**src/rtl/ssi_angle_track_pkg.sv**
```systemverilog
// -----------------------------------------------------------------------------
// ssi_angle_track_pkg
// Shared definitions for the SSI angle tracker:
//   - one-hot FSM state encoding (IDLE / REQ / WAIT / CALC)
//   - datapath widths (single-turn angle, multi-turn count, velocity)
//   - default request period and frame timeout (clk cycles at 200 MHz)
//   - wrap_delta(): modular angle difference, sign-extended to VEL_W
// -----------------------------------------------------------------------------
package ssi_angle_track_pkg;

    localparam int ANGLE_W     = 23;
    localparam int TURN_W      = 16;
    localparam int VEL_W       = ANGLE_W + 1;
    localparam int ERR_W       = 8;
    localparam int CNT_REQ_DEF = 20000;
    localparam int CNT_TMO_DEF = 16000;

    typedef enum logic [3:0] {
        ST_IDLE = 4'b0001,
        ST_REQ  = 4'b0010,
        ST_WAIT = 4'b0100,
        ST_CALC = 4'b1000
    } state_t;

    // (new - old) mod 2^ANGLE_W read as a signed ANGLE_W value, sign-extended.
    function automatic logic [VEL_W-1:0] wrap_delta(
        input logic [ANGLE_W-1:0] new_a,
        input logic [ANGLE_W-1:0] old_a
    );
        logic [ANGLE_W-1:0] diff;
        diff = new_a - old_a;
        return {diff[ANGLE_W-1], diff};
    endfunction

endpackage

```
**src/rtl/ssi_gray2bin.sv**
```systemverilog
// -----------------------------------------------------------------------------
// ssi_gray2bin
// Combinational Gray-to-binary converter, width-parameterised.
//   gray : Gray-coded input word
//   bin  : binary word, bin[W-1] = gray[W-1], bin[i] = bin[i+1] ^ gray[i]
// Implemented as a log-depth suffix XOR so no signal depends on itself.
// -----------------------------------------------------------------------------
module ssi_gray2bin
    import ssi_angle_track_pkg::*;
#(
    parameter int W = ANGLE_W
) (
    input  logic [W-1:0] gray,
    output logic [W-1:0] bin
);

    logic [W-1:0] acc_s;

    // Each pass folds in bits 2x further away; after log2(W) passes every bit
    // holds the XOR of itself and all more-significant Gray bits.
    always_comb begin
        acc_s = gray;
        for (int s = 1; s < W; s = s * 2) begin
            acc_s = acc_s ^ (acc_s >> s);
        end
        bin = acc_s;
    end

endmodule

```
**src/rtl/ssi_angle_track.sv**
```systemverilog
// -----------------------------------------------------------------------------
// ssi_angle_track
// Periodically requests a single-turn angle from an SSI reader, decodes it and
// tracks position, multi-turn count and per-frame velocity, rejecting frames
// whose change is implausibly large.
// Ports:
//   clk, rst        : 200 MHz clock, asynchronous active-high reset
//   en              : tracking enable (low forces IDLE and re-arms first frame)
//   angle_in        : single-turn frame (Gray or binary, see GRAY_EN)
//   angle_valid     : one-cycle strobe qualifying angle_in
//   key_out         : one-cycle request pulse to the reader
//   pos_out         : binary single-turn position
//   turn_out        : signed multi-turn count (wraps mod 2^16)
//   vel_out         : signed delta of the last accepted frame
//   pos_valid       : one-cycle strobe on each output update
//   err_jump        : one-cycle strobe on a rejected frame
//   err_tmo         : one-cycle strobe on a frame timeout
//   err_cnt         : saturating error count
// -----------------------------------------------------------------------------
module ssi_angle_track
    import ssi_angle_track_pkg::*;
#(
    parameter int CNT_REQ   = CNT_REQ_DEF,
    parameter int CNT_TMO   = CNT_TMO_DEF,
    parameter int GRAY_EN   = 1,
    parameter int DELTA_MAX = 262144
) (
    input  logic               clk,
    input  logic               rst,
    input  logic               en,
    input  logic [ANGLE_W-1:0] angle_in,
    input  logic               angle_valid,
    output logic               key_out,
    output logic [ANGLE_W-1:0] pos_out,
    output logic [TURN_W-1:0]  turn_out,
    output logic [VEL_W-1:0]   vel_out,
    output logic               pos_valid,
    output logic               err_jump,
    output logic               err_tmo,
    output logic [ERR_W-1:0]   err_cnt
);

    localparam int              PER_W     = (CNT_REQ > 2) ? $clog2(CNT_REQ) : 1;
    localparam int              TMO_W     = (CNT_TMO > 2) ? $clog2(CNT_TMO) : 1;
    localparam logic [PER_W-1:0] PER_LAST = PER_W'(CNT_REQ - 1);
    localparam logic [TMO_W-1:0] TMO_LAST = TMO_W'(CNT_TMO - 1);
    localparam logic [31:0]     DELTA_LIM = 32'(DELTA_MAX);
    localparam logic [1:0]      REJ_LIMIT = 2'd2;
    localparam logic [ERR_W-1:0] ERR_SAT  = 8'd255;

    state_t             state_r;
    state_t             state_nx_s;
    logic [PER_W-1:0]   per_cnt_r;
    logic [TMO_W-1:0]   tmo_cnt_r;
    logic [ANGLE_W-1:0] dec_s;
    logic [ANGLE_W-1:0] new_angle_s;
    logic [ANGLE_W-1:0] new_r;
    logic               first_r;
    logic [1:0]         rej_cnt_r;
    logic [VEL_W-1:0]   delta_s;
    logic [VEL_W-1:0]   delta_abs_s;
    logic               too_big_s;

    logic               capture_s;
    logic               tmo_hit_s;
    logic               acc_first_s;
    logic               acc_norm_s;
    logic               reject_s;
    logic               turn_inc_s;
    logic               turn_dec_s;

    logic               key_out_r;
    logic [ANGLE_W-1:0] pos_out_r;
    logic [TURN_W-1:0]  turn_out_r;
    logic [VEL_W-1:0]   vel_out_r;
    logic               pos_valid_r;
    logic               err_jump_r;
    logic               err_tmo_r;
    logic [ERR_W-1:0]   err_cnt_r;

    ssi_gray2bin #(
        .W    (ANGLE_W)
    ) u_gray2bin (
        .gray (angle_in),
        .bin  (dec_s)
    );

    // Select decoded or raw frame depending on the reader's coding.
    always_comb begin
        if (GRAY_EN != 0) begin
            new_angle_s = dec_s;
        end else begin
            new_angle_s = angle_in;
        end
    end

    // Signed frame delta and its plausibility against DELTA_MAX.
    always_comb begin
        delta_s = wrap_delta(new_r, pos_out_r);
        if (delta_s[VEL_W-1]) begin
            delta_abs_s = {VEL_W{1'b0}} - delta_s;
        end else begin
            delta_abs_s = delta_s;
        end
        too_big_s = (32'(delta_abs_s) > DELTA_LIM);
    end

    // FSM state register.
    always_ff @(posedge clk or posedge rst) begin
        if (rst) begin
            state_r <= ST_IDLE;
        end else begin
            state_r <= state_nx_s;
        end
    end

    // FSM next-state logic; a valid frame wins over a coincident timeout.
    always_comb begin
        state_nx_s = state_r;
        if (!en) begin
            state_nx_s = ST_IDLE;
        end else begin
            case (state_r)
                ST_IDLE: begin
                    if (per_cnt_r == PER_LAST) begin
                        state_nx_s = ST_REQ;
                    end else begin
                        state_nx_s = ST_IDLE;
                    end
                end
                ST_REQ:  state_nx_s = ST_WAIT;
                ST_WAIT: begin
                    if (angle_valid) begin
                        state_nx_s = ST_CALC;
                    end else if (tmo_cnt_r == TMO_LAST) begin
                        state_nx_s = ST_IDLE;
                    end else begin
                        state_nx_s = ST_WAIT;
                    end
                end
                ST_CALC: state_nx_s = ST_IDLE;
                default: state_nx_s = ST_IDLE;
            endcase
        end
    end

    // FSM output decode: per-cycle decisions consumed by the registers below.
    always_comb begin
        capture_s   = 1'b0;
        tmo_hit_s   = 1'b0;
        acc_first_s = 1'b0;
        acc_norm_s  = 1'b0;
        reject_s    = 1'b0;
        turn_inc_s  = 1'b0;
        turn_dec_s  = 1'b0;
        if (!en) begin
            capture_s = 1'b0;
        end else begin
            case (state_r)
                ST_WAIT: begin
                    capture_s = angle_valid;
                    tmo_hit_s = !angle_valid && (tmo_cnt_r == TMO_LAST);
                end
                ST_CALC: begin
                    // Third consecutive implausible frame is trusted as a restart.
                    if (first_r || (too_big_s && (rej_cnt_r == REJ_LIMIT))) begin
                        acc_first_s = 1'b1;
                    end else if (too_big_s) begin
                        reject_s = 1'b1;
                    end else begin
                        acc_norm_s = 1'b1;
                        // Crossing zero: forward wrap lands below old, reverse above.
                        turn_inc_s = (new_r < pos_out_r) && !delta_s[VEL_W-1]
                                     && (delta_s != {VEL_W{1'b0}});
                        turn_dec_s = (new_r > pos_out_r) && delta_s[VEL_W-1];
                    end
                end
                default: capture_s = 1'b0;
            endcase
        end
    end

    // Period counter free-runs while enabled; the timeout window is measured
    // from the request strobe, so it runs through REQ and WAIT.
    always_ff @(posedge clk or posedge rst) begin
        if (rst) begin
            per_cnt_r <= {PER_W{1'b0}};
            tmo_cnt_r <= {TMO_W{1'b0}};
        end else if (!en) begin
            per_cnt_r <= {PER_W{1'b0}};
            tmo_cnt_r <= {TMO_W{1'b0}};
        end else begin
            if (per_cnt_r == PER_LAST) begin
                per_cnt_r <= {PER_W{1'b0}};
            end else begin
                per_cnt_r <= per_cnt_r + PER_W'(1);
            end
            if ((state_r == ST_REQ) || (state_r == ST_WAIT)) begin
                tmo_cnt_r <= tmo_cnt_r + TMO_W'(1);
            end else begin
                tmo_cnt_r <= {TMO_W{1'b0}};
            end
        end
    end

    // Frame capture, first-frame/reject bookkeeping and registered outputs.
    always_ff @(posedge clk or posedge rst) begin
        if (rst) begin
            new_r       <= {ANGLE_W{1'b0}};
            first_r     <= 1'b1;
            rej_cnt_r   <= 2'd0;
            key_out_r   <= 1'b0;
            pos_out_r   <= {ANGLE_W{1'b0}};
            turn_out_r  <= {TURN_W{1'b0}};
            vel_out_r   <= {VEL_W{1'b0}};
            pos_valid_r <= 1'b0;
            err_jump_r  <= 1'b0;
            err_tmo_r   <= 1'b0;
            err_cnt_r   <= {ERR_W{1'b0}};
        end else begin
            key_out_r   <= (state_nx_s == ST_REQ);
            pos_valid_r <= acc_first_s || acc_norm_s;
            err_jump_r  <= reject_s;
            err_tmo_r   <= tmo_hit_s;

            if (capture_s) begin
                new_r <= new_angle_s;
            end else begin
                new_r <= new_r;
            end

            if (acc_first_s) begin
                pos_out_r <= new_r;
                vel_out_r <= {VEL_W{1'b0}};
                rej_cnt_r <= 2'd0;
                first_r   <= 1'b0;
            end else if (acc_norm_s) begin
                pos_out_r <= new_r;
                vel_out_r <= delta_s;
                rej_cnt_r <= 2'd0;
                if (turn_inc_s) begin
                    turn_out_r <= turn_out_r + TURN_W'(1);
                end else if (turn_dec_s) begin
                    turn_out_r <= turn_out_r - TURN_W'(1);
                end else begin
                    turn_out_r <= turn_out_r;
                end
            end else if (reject_s) begin
                rej_cnt_r <= rej_cnt_r + 2'd1;
            end else if (!en) begin
                // Disabled: hold outputs, forget history so tracking restarts cleanly.
                first_r   <= 1'b1;
                rej_cnt_r <= 2'd0;
            end else begin
                rej_cnt_r <= rej_cnt_r;
            end

            if ((reject_s || tmo_hit_s) && (err_cnt_r != ERR_SAT)) begin
                err_cnt_r <= err_cnt_r + 8'd1;
            end else begin
                err_cnt_r <= err_cnt_r;
            end
        end
    end

    assign key_out   = key_out_r;
    assign pos_out   = pos_out_r;
    assign turn_out  = turn_out_r;
    assign vel_out   = vel_out_r;
    assign pos_valid = pos_valid_r;
    assign err_jump  = err_jump_r;
    assign err_tmo   = err_tmo_r;
    assign err_cnt   = err_cnt_r;

endmodule

```
**config.mk**
```make
export PLATFORM = sky130hd
export DESIGN_NAME = ssi_angle_track
export DESIGN_NICKNAME = d
export VERILOG_FILES = /design/src/rtl/ssi_angle_track_pkg.sv /design/src/rtl/ssi_gray2bin.sv /design/src/rtl/ssi_angle_track.sv
export SDC_FILE = /design/constraint.sdc
export NUM_CORES = 1
export LEC_CHECK = 0
export CAP_MARGIN = 20
export CORE_MARGIN = 2
export CORE_UTILIZATION = 38
export CTS_CLUSTER_DIAMETER = 30
export DETAILED_ROUTE_END_ITERATION = 8
export PLACE_DENSITY = 0.54
export SYNTH_ARGS = -nofsm -noshare
export SYNTH_HDL_FRONTEND = slang
export SYNTH_HIERARCHICAL = 1
export SYNTH_SLANG_ARGS = --single-unit
```
**constraint.sdc**
```tcl
create_clock -name clk -period 21.1 [get_ports clk]
set_input_delay 3.165 -clock clk [delete_from_list [all_inputs] [get_ports clk]]
set_output_delay 3.165 -clock clk [all_outputs]
set_load 0.01 [all_outputs]
```
==> flow_summary.json <==
{
  "cpPeakStageDelay_ps": 510,
  "antenna_found_initial": 0,
  "cts_setup_buffers": 0,
  "yosysWarnings": 6,
  "syn_nets": 981,
  "drtIter0Drc": 362,
  "finalWorstSetupSlack_ps": 13520,
  "startpoint": "new_r[0]$_DFFE_PP0P_",
  "crit_buf_inv": 3,
  "max_slew_margin_pct": 32.9,
  "final_common_cell": "dfrtp_1",
  "skew_ps": 10.1,
  "cts_tree": "done",
  "nets": 1077,
  "cts.path.max_buffers": 2,
  "setup_tns_ps": 0,
  "synth_seq_cells": 133,
  "synth-seq-area-share_pct": 39.0,
  "crit_path_start_kind": "flip-flop",
  "slew_violations": 0,
  "portBuffers": 101,
  "dp_slack_ps": 13550,
  "top_layer_used": "met4",
  "crit_slowest_cell": "or4_1",
  "grt_max_degree": 76,
  "vdd_drop_max_mv": 0.0425,
  "end_kind": "flip-flop",
  "cts_resized": 0,
  "synth_cells": 910,
  "critPathArrivalTime_ps": 7910,
  "cp_top_family": "compound AO/OA/AOI/OAI gates",
  "place_hpwl_um": 14800,
  "syn_area_per_cell_um2": 9.39,
  "worst_pin_slew_ps": 1000,
  "clk_latency_ps": 420,
  "htreeDepth": 4,
  "power.total_uw": 642,
  "p_leak_nw": 4.89,
  "rsz0062_at_grt": "false",
  "status": "completed",
  "clk_pin_slew_ps": 60,
  "initial_core_util_pct": 38.9,
  "max_cap_viol_count": 0,
  "wl_met3_um": 551,
  "drc": 0,
  "wire_per_inst_um": 15.2,
  "setup_viol": 0,
  "antennaDiodeCount": 0,
  "met2_length_um": 8250,
  "synthArstFlopShare_pct": 100,
  "io_pins": 102,
  "die_y_um": 154,
  "final_cell_mix": "dfrtp_1, nand2_1, clkdlybuf4s50_1",
  "grt.total_usage_pct": 17.4,
  "required_ps": 21440,
  "viasPerCell": 5.18,
  "vias": 6727,
  "gp_congestion": 0.854,
  "hold_path_class": "flip-flop to flip-flop",
  "cts_buffers": 17,
  "cp_max_fo": 14,
  "postCtsHoldBufs": 0,
  "firstDrtPassIters": 4,
  "syn_to_final_growth_pct": 22.7,
  "wl_um": 19700,
  "synthesis.area_um2": 8540,
  "grt_pass1_wl_um": 33600,
  "num-fill-cells": 2114,
  "crit_type": "flip-flop to flip-flop",
  "r2r-start": "new_r[0]$_DFFE_PP0P_",
  "core_area_um2": 22000,
  "hold_slack_ps": 483,
  "powerDensity_nw_per_um2": 61.2,
  "clockRootBuffer": "clkbuf_16",
  "overflow": 0,
  "placementRows": 54,
  "final_util_pct": 47.7,
  "worstHoldStart": "rej_cnt_r[0]$_DFFE_PP0P_",
  "period_needed_ps": 7580,
  "synth_edf_count": 0,
  "grt_pass1_vias": 6560,
  "wirelength_met1_um": 10600,
  "final_hold_viol_count": 0,
  "fmax_ghz": 0.132,
  "ant_nets": 0,
  "synth_cell_type_count": 76,
  "crit_top_cell": "a21oi_1",
  "synthFlopType": "dfrtp_1",
  "dieArea_um2": 23700,
  "layout-drive-gt1-share_pct": 7.66,
  "period_share_pct": 35.9,
  "die_width_um": 154,
  "cts_sinks": 133
}
## cell families (layout without fill, tap and decap cells)
| kind of cell | Yosys count | in the layout | share of synthesized area (%) |
|---|---|---|---|
| AND/OR/NAND/NOR | 326 | 326 | 18.4 |
| XOR/XNOR | 102 | 102 | 12.7 |
| AO/OA/AOI/OAI | 186 | 186 | 14.8 |
| flip-flops | 133 | 133 | 39.0 |
| buffers and inverters | 84 | 192 | 3.98 |
| multiplexers | 35 | 35 | 4.52 |
| adder cells (fa/ha/maj) | 44 | 44 | 6.62 |
## flip-flops by register name (all words and copies together) (netlist names)
register	cells
key_out	1
per_cnt_r	15
pos_valid	1
rej_cnt_r	2
state_r	4
vel_out	23
new_r	23
turn_out	16
tmo_cnt_r	14
err_cnt	8
first_r	1
err_jump	1
pos_out	23
err_tmo	1
## cell usage after synthesis (4+ instances only)
cell | number | area share, %
nand3_1 | 20 | 1.2
o21a_1 | 6 | 0.53
nand4_1 | 17 | 1.2
a31oi_1 | 11 | 0.81
clkbuf_1 | 17 | 0.75
mux2_1 | 6 | 0.79
a21oi_1 | 43 | 2.5
ha_1 | 42 | 6.2
xor2_1 | 44 | 4.5
o211ai_1 | 4 | 0.35
a22o_1 | 23 | 2.4
mux2_2 | 23 | 3.0
nand2b_1 | 9 | 0.66
a21o_1 | 13 | 1.1
a211oi_1 | 7 | 0.62
xnor2_1 | 44 | 4.5
xnor3_1 | 6 | 1.6
and3_1 | 15 | 1.1
mux2i_1 | 6 | 0.70
nor4_1 | 12 | 0.88
o21ai_0 | 39 | 2.3
buf_2 | 8 | 0.47
nor2_1 | 72 | 3.2
nor3_1 | 20 | 1.2
nor2b_1 | 8 | 0.59
nand2_1 | 123 | 5.4
a41oi_1 | 4 | 0.41
inv_1 | 55 | 2.4
dfrtp_1 | 131 | 38
and2_1 | 8 | 0.59
## per-layer routing
metal,vias to the layer above,track usage [%]
met1,3172,26.6
met4,0,5.38
met5,-,0
met2,124,25.3
met3,22,2.56
li1,3409,-
## cell type report
class | instances | area [um2] | share of cell area [%]
multi-input combinational | 693 | 4890 | 46.7
timing repair buffer | 106 | 1070 | 10.2
tap | 280 | 350 | 3.34
clock buffer | 21 | 460 | 4.39
inverter | 55 | 209 | 1.99
clock inverter | 10 | 171 | 1.64
sequential | 133 | 3330 | 31.8
## where the power goes
part	switching (mW)	internal, mW	total, mW
clock network	0.112	0.205	0.317
registers	0.000426	0.256	0.256
logic	0.0309	0.0376	0.0685
## path summary, 6_finish.rpt
path                       depth (start not counted)                        to  slack, ps
hold / removal                                     1  rej_cnt_r[0]$_DFFE_PP0P_        480
setup / recovery                                  31  turn_out[15]$_DFFE_PP0P_      13520
min in group asynchronous                          2    err_cnt[3]$_DFFE_PP0P_       3300
setup reg to reg                                  31  turn_out[15]$_DFFE_PP0P_      13520
max in group asynchronous                          3    pos_out[2]$_DFFE_PP0P_      16490
hold reg to reg                                    1  rej_cnt_r[0]$_DFFE_PP0P_        480
## metrics by stage
step,instances,area (um2)
after CTS,1298,10500
after floorplan,910,8540
after global placement,1266,9820
final,1298,10500
after detailed placement,1267,9850
after global routing,1298,10500
Note: power is estimated with default switching activity, not from simulation.
